File: config.mk
export PLATFORM = sky130hd
export DESIGN_NAME = result_display_scanner
export DESIGN_NICKNAME = d
export VERILOG_FILES = /design/src/rtl/result_display_scanner.sv
export SDC_FILE = /design/constraint.sdc
export NUM_CORES = 1
export LEC_CHECK = 0
export BUFFER_PORTS_ARGS = -buffer_cell sky130_fd_sc_hd__buf_4
export CORE_ASPECT_RATIO = 1.25
export CORE_MARGIN = 1
export CORE_UTILIZATION = 29
export CTS_BUF_LIST = sky130_fd_sc_hd__clkbuf_8
export CTS_CLUSTER_DIAMETER = 200
export DETAILED_ROUTE_END_ITERATION = 16
export PLACE_DENSITY_LB_ADDON = 0.25
export SLEW_MARGIN = 25
export SYNTH_ARGS = -nofsm -noshare
export SYNTH_HDL_FRONTEND = slang
export SYNTH_SLANG_ARGS = --single-unit
File: constraint.sdc
create_clock -name clk -period 5.65 [get_ports clk]
set_input_delay 1.13 -clock clk [delete_from_list [all_inputs] [get_ports clk]]
set_output_delay 1.13 -clock clk [all_outputs]
set_load 0.02 [all_outputs]
File: src/rtl/result_display_scanner.sv
// result_display_scanner
//   Keeps the last NUM_DIGITS BNN results in a history shift register and drives a
//   time-multiplexed, common-anode 7-segment bank. It also owns the system heartbeat.
//   In status mode, digit 0 shows the controller status code in hex.
//
// Ports
//   clk, rst_n       clock, asynchronous active-low reset
//   result_ready     result_out is valid this cycle; sampled every cycle
//   result_out       BNN class; 0-9 are shown, 10-15 are shown as a blank digit
//   clear            flushes the history; wins over result_ready in the same cycle
//   display_mode     0 = result history, 1 = status code
//   status_code_reg  controller status code
//   seg              segments, active-low, bit6..0 = g..a (registered)
//   decimalPoint     high = DP lit (registered)
//   an               digit enables, active-low, one-hot-cold (registered)
//   heartbeat        liveness toggle (registered)
module result_display_scanner #(
  parameter int unsigned NUM_DIGITS    = 4,
  parameter int unsigned REFRESH_DIV   = 100000,
  parameter int unsigned HEARTBEAT_DIV = 1
) (
  input  logic                  clk,
  input  logic                  rst_n,
  input  logic                  result_ready,
  input  logic [3:0]            result_out,
  input  logic                  clear,
  input  logic                  display_mode,
  input  logic [3:0]            status_code_reg,
  output logic [6:0]            seg,
  output logic                  decimalPoint,
  output logic [NUM_DIGITS-1:0] an,
  output logic                  heartbeat
);

  // Each counter gets at least one bit, even when its parameter is 1.
  localparam int unsigned IDX_W = $clog2((NUM_DIGITS    < 2) ? 2 : NUM_DIGITS);
  localparam int unsigned REF_W = $clog2((REFRESH_DIV   < 2) ? 2 : REFRESH_DIV);
  localparam int unsigned HB_W  = $clog2((HEARTBEAT_DIV < 2) ? 2 : HEARTBEAT_DIV);

  localparam logic [IDX_W-1:0] IDX_LAST = IDX_W'(NUM_DIGITS - 1);
  localparam logic [REF_W-1:0] REF_LAST = REF_W'(REFRESH_DIV - 1);
  localparam logic [HB_W-1:0]  HB_LAST  = HB_W'(HEARTBEAT_DIV - 1);
  localparam logic [6:0]       SEG_BLANK = 7'h7F;

  // Active-low hex patterns, bit6..0 = g..a.
  function automatic logic [6:0] hex_to_seg(input logic [3:0] v);
    logic [6:0] s;
    case (v)
      4'h0:    s = 7'b1000000;
      4'h1:    s = 7'b1111001;
      4'h2:    s = 7'b0100100;
      4'h3:    s = 7'b0110000;
      4'h4:    s = 7'b0011001;
      4'h5:    s = 7'b0010010;
      4'h6:    s = 7'b0000010;
      4'h7:    s = 7'b1111000;
      4'h8:    s = 7'b0000000;
      4'h9:    s = 7'b0010000;
      4'hA:    s = 7'b0001000;
      4'hB:    s = 7'b0000011;
      4'hC:    s = 7'b1000110;
      4'hD:    s = 7'b0100001;
      4'hE:    s = 7'b0000110;
      default: s = 7'b0001110;
    endcase
    return s;
  endfunction

  // History entries: entry 0 is the newest and is shown on the rightmost digit.
  logic [NUM_DIGITS-1:0]      valid_q, valid_d;
  logic [NUM_DIGITS-1:0][3:0] value_q, value_d;

  logic [IDX_W-1:0] idx_q, idx_d;
  logic [REF_W-1:0] refresh_cnt_q, refresh_cnt_d;
  logic [HB_W-1:0]  hb_cnt_q, hb_cnt_d;

  logic [6:0]            seg_q, seg_d;
  logic                  dp_q, dp_d;
  logic [NUM_DIGITS-1:0] an_q, an_d;
  logic                  heartbeat_q, heartbeat_d;

  logic       sel_valid;
  logic [3:0] sel_value;

  // History shift register; clear takes priority and drops any coincident result.
  always_comb begin
    valid_d = valid_q;
    value_d = value_q;
    if (clear) begin
      valid_d = '0;
      value_d = '0;
    end else if (result_ready) begin
      for (int i = NUM_DIGITS - 1; i > 0; i--) begin
        valid_d[i] = valid_q[i-1];
        value_d[i] = value_q[i-1];
      end
      valid_d[0] = 1'b1;
      value_d[0] = result_out;
    end
  end

  // Refresh divider and scan index; the index only moves on the divider wrap.
  always_comb begin
    refresh_cnt_d = refresh_cnt_q + REF_W'(1);
    idx_d         = idx_q;
    if (refresh_cnt_q == REF_LAST) begin
      refresh_cnt_d = '0;
      idx_d         = (idx_q == IDX_LAST) ? '0 : idx_q + IDX_W'(1);
    end
  end

  // Heartbeat divider.
  always_comb begin
    hb_cnt_d    = hb_cnt_q + HB_W'(1);
    heartbeat_d = heartbeat_q;
    if (hb_cnt_q == HB_LAST) begin
      hb_cnt_d    = '0;
      heartbeat_d = ~heartbeat_q;
    end
  end

  // Entry behind the currently selected digit.
  always_comb begin
    sel_valid = 1'b0;
    sel_value = 4'h0;
    for (int i = 0; i < NUM_DIGITS; i++) begin
      if (idx_q == IDX_W'(i)) begin
        sel_valid = valid_q[i];
        sel_value = value_q[i];
      end
    end
  end

  // Digit decode from the current index/history/mode; registered below as one set.
  always_comb begin
    seg_d = SEG_BLANK;
    dp_d  = 1'b0;
    for (int i = 0; i < NUM_DIGITS; i++) begin
      an_d[i] = (idx_q != IDX_W'(i));
    end
    if (!display_mode) begin
      if (sel_valid && (sel_value <= 4'd9)) begin
        seg_d = hex_to_seg(sel_value);
      end
      dp_d = (idx_q == '0) && valid_q[0] && (value_q[0] <= 4'd9);
    end else if (idx_q == '0) begin
      seg_d = hex_to_seg(status_code_reg);
    end
  end

  always_ff @(posedge clk or negedge rst_n) begin
    if (!rst_n) begin
      valid_q       <= '0;
      value_q       <= '0;
      idx_q         <= '0;
      refresh_cnt_q <= '0;
      hb_cnt_q      <= '0;
      seg_q         <= SEG_BLANK;
      dp_q          <= 1'b0;
      an_q          <= '1;
      heartbeat_q   <= 1'b0;
    end else begin
      valid_q       <= valid_d;
      value_q       <= value_d;
      idx_q         <= idx_d;
      refresh_cnt_q <= refresh_cnt_d;
      hb_cnt_q      <= hb_cnt_d;
      seg_q         <= seg_d;
      dp_q          <= dp_d;
      an_q          <= an_d;
      heartbeat_q   <= heartbeat_d;
    end
  end

  assign seg          = seg_q;
  assign decimalPoint = dp_q;
  assign an           = an_q;
  assign heartbeat    = heartbeat_q;

endmodule
==> impl_metrics.tcl <==
set metrics [dict create \
    status "complete, no violations" \
    slowest_delay_ns 0.42 \
    leakage_nw 1.44 \
    rsz0062_at_grt "no" \
    cts_root_buf "clkbuf_8" \
    final-hold-violation-count 0 \
    rows 40 \
    fin_worst_skew_ns 0.00723 \
    placed_area_um2 3140 \
    ys_ff_latch 52 \
    ir_worst_vdd_uv 103 \
    die_h_um 113 \
    wire_per_inst_um 13.7 \
    viasPerCell 4.75 \
    postCtsHoldBufs 0 \
    cts_resized 0 \
    reg2reg_depth 9 \
    cap_viol_max_count 0 \
    end_kind "flop" \
    numClockSinks 52 \
    final_area_um2 3230 \
    grt_max_degree 53 \
    grt_pass1_wl_um 10000 \
    setup_violations 0 \
    gp_congestion 0.837 \
    dr.pass1.iters 6 \
    fin_crit_ns 2.59 \
    synth_ff_type "dfrtp_1" \
    drv_slew 0 \
    synthesis.area_um2 2840 \
    wirelength_um 5820 \
    cts_max_level 2 \
    r2r-end "seg[1]$_DFF_PN1_" \
    grt_pass1_vias 2115 \
    diodes 0 \
    critical_path_class "reg -> reg" \
    synth_nets 304 \
    start_kind "flop" \
    syn_area_per_cell_um2 10.3 \
    route.detailed.drc 0 \
    final.setup.tns_ns 0 \
    numCtsBuffers 5 \
    grt_usage_pct 12.3 \
    dpl.hpwl_um 4220 \
    cp_slowest_cell "dfrtp_1" \
    place_ws_ns 3.08 \
    hold_end "heartbeat$_DFF_PN0_" \
    min_from "heartbeat$_DFF_PN0_" \
    drt_iter0_markers 51 \
    clkTransAtPathRegs_ns 0.10 \
    cp_common_cell "o22ai_1" \
    num_vias 2012 \
    hold_path_class "reg -> reg" \
    ios 26 \
    coreArea_um2 9560 \
    holdPathStages 1 \
    path_cells "ha_1, nand2b_4, o22ai_1, a31oi_1, inv_1, ha_1, o22ai_1, a211oi_4, o22ai_1" \
    syn_inst 274 \
    die_width_um 90.4 \
    clk-insertion-delay-late_ns 0.32 \
    async_flop_share_pct 100 \
    synth_edf_count 0 \
    power_mw 0.708 \
    relSlewSlack_pct 56.5 \
    finalWorstSetupSlack_ns 3.06 \
    yosysWarnings 0 \
    clockBufferDepth 2 \
    arrival_ns 2.84 \
    port_buffers 25 \
    r2r-start "idx_q[0]$_DFFE_PN0N_" \
    syn_to_final_growth_pct 13.9 \
    power_density_nw_per_um2 219 \
    grt_antenna_before_repair 0 \
    dieArea_um2 10200 \
    overflow 0 \
    synth_seq_area_share_pct 46.4 \
    post-route-util_pct 33.8 \
    reg2reg_slack_ns 3.06 \
    required_ns 5.90 \
    final_cell_mix "dfrtp_1 (41), nor2_1 (39), buf_4 (25), mux2i_1 (20)" \
    cts_tree "yes" \
    drtAntennaViolNets 0 \
    timing.final.crit_share_pct 45.9 \
    fmax_mhz 386 \
    cts_setup_buffers 0 \
    synth_cell_types 49 \
    nets 327 \
    worstPathMaxFanout 7 \
    start_util_pct 29.7 \
    final_common_cell "dfrtp_1" \
    drive_above_1_share_pct 19.5 \
    worst_slew_pin_slew_ns 0.653 \
]
-- synthesized netlist by cell type, types with 3 or more instances --
master	instances	area (µm²)
a21oi_1	8	40.0
a221oi_1	3	26.3
a31oi_1	4	25.0
buf_2	3	15.0
clkbuf_1	5	18.8
dfrtp_1	41	1030
dfstp_2	11	289
ha_1	17	213
inv_1	14	52.6
mux2i_1	20	200
nand2_1	17	63.8
nand2b_1	5	31.3
nand3_1	15	75.1
nand4_1	4	25.0
nor2_1	39	146
nor3_1	4	20.0
o211ai_1	5	37.5
o21ai_0	4	20.0
o22ai_1	3	18.8
xnor2_1	8	70.1
xor2_1	7	61.3
-- flip-flops by register name, indices dropped and copies added (netlist names) --
register	flops
an	4
decimalPoint	1
heartbeat	1
idx_q	2
refresh_cnt_q	17
seg	7
valid_q	4
value_q	16
-- stage by stage --
step / hold slack [ns] / std cells
global route: 0.468 / 424
detailed placement: 0.425 / 416
CTS: 0.441 / 424
global placement: 0.417 / 416
finish: 0.426 / 424
floorplan: 0.451 / 274
-- report_power, final --
group	internal, mW	switching [mW]
Clock	0.0914	0.137
Combinational	0.0352	0.0518
Sequential	0.386	0.00673
Total	0.513	0.195
-- cells by family after synthesis --
group                      share of synthesized area (%)
AOI/OAI and AO/OA                                   12.4
xor gates and xnor gates                            4.63
adders and majority gates                           7.50
buffers and inverters                               3.44
DFF                                                 46.4
muxes                                               7.99
and+or+nand+nor                                     17.6
-- worst max-delay path, delay by kind of cell (launching register included) --
kind,cells,cell delay [ns]
buffers and inverters,1,0.17
and+or+nand+nor,1,0.24
adders and majority gates,2,0.61
DFF,1,0.42
AOI/OAI and AO/OA,5,1.07
-- area by class of cell --
cell class	instances	area, µm²
sequential	52	1320
fill	986	6330
timing repair buffer	25	188
inverter	14	52.6
clock buffer	5	68.8
clock inverter	3	26.3
multi-input combinational	199	1420
tap	126	158
-- how the worst max path moves through the flow --
| stage | start | end | slack, ns | depth (start not counted) |
|---|---|---|---|---|
| 3_5_place_dp | idx_q[0]$_DFFE_PN0N_ | seg[1]$_DFF_PN1_ | 3.08 | 9 |
| 5_1_grt | idx_q[0]$_DFFE_PN0N_ | seg[1]$_DFF_PN1_ | 2.84 | 9 |
| 6_report | idx_q[0]$_DFFE_PN0N_ | seg[1]$_DFF_PN1_ | 3.06 | 9 |
| 2_1_floorplan | idx_q[0]$_DFFE_PN0N_ | seg[1]$_DFF_PN1_ | 3.38 | 9 |
| 3_3_place_gp | idx_q[0]$_DFFE_PN0N_ | seg[1]$_DFF_PN1_ | 3.20 | 9 |
| 4_1_cts | idx_q[0]$_DFFE_PN0N_ | seg[1]$_DFF_PN1_ | 3.05 | 9 |
-- per-layer routing --
layer	vias to the layer above	part of all wire [%]	global-route usage [%]
met5	-	0	0
met4	0	3.1	5.81
met3	12	2.8	2.30
met2	31	50	21.9
met1	978	44	14.1
li1	991	-	-
(Power assumes the default switching activity.)
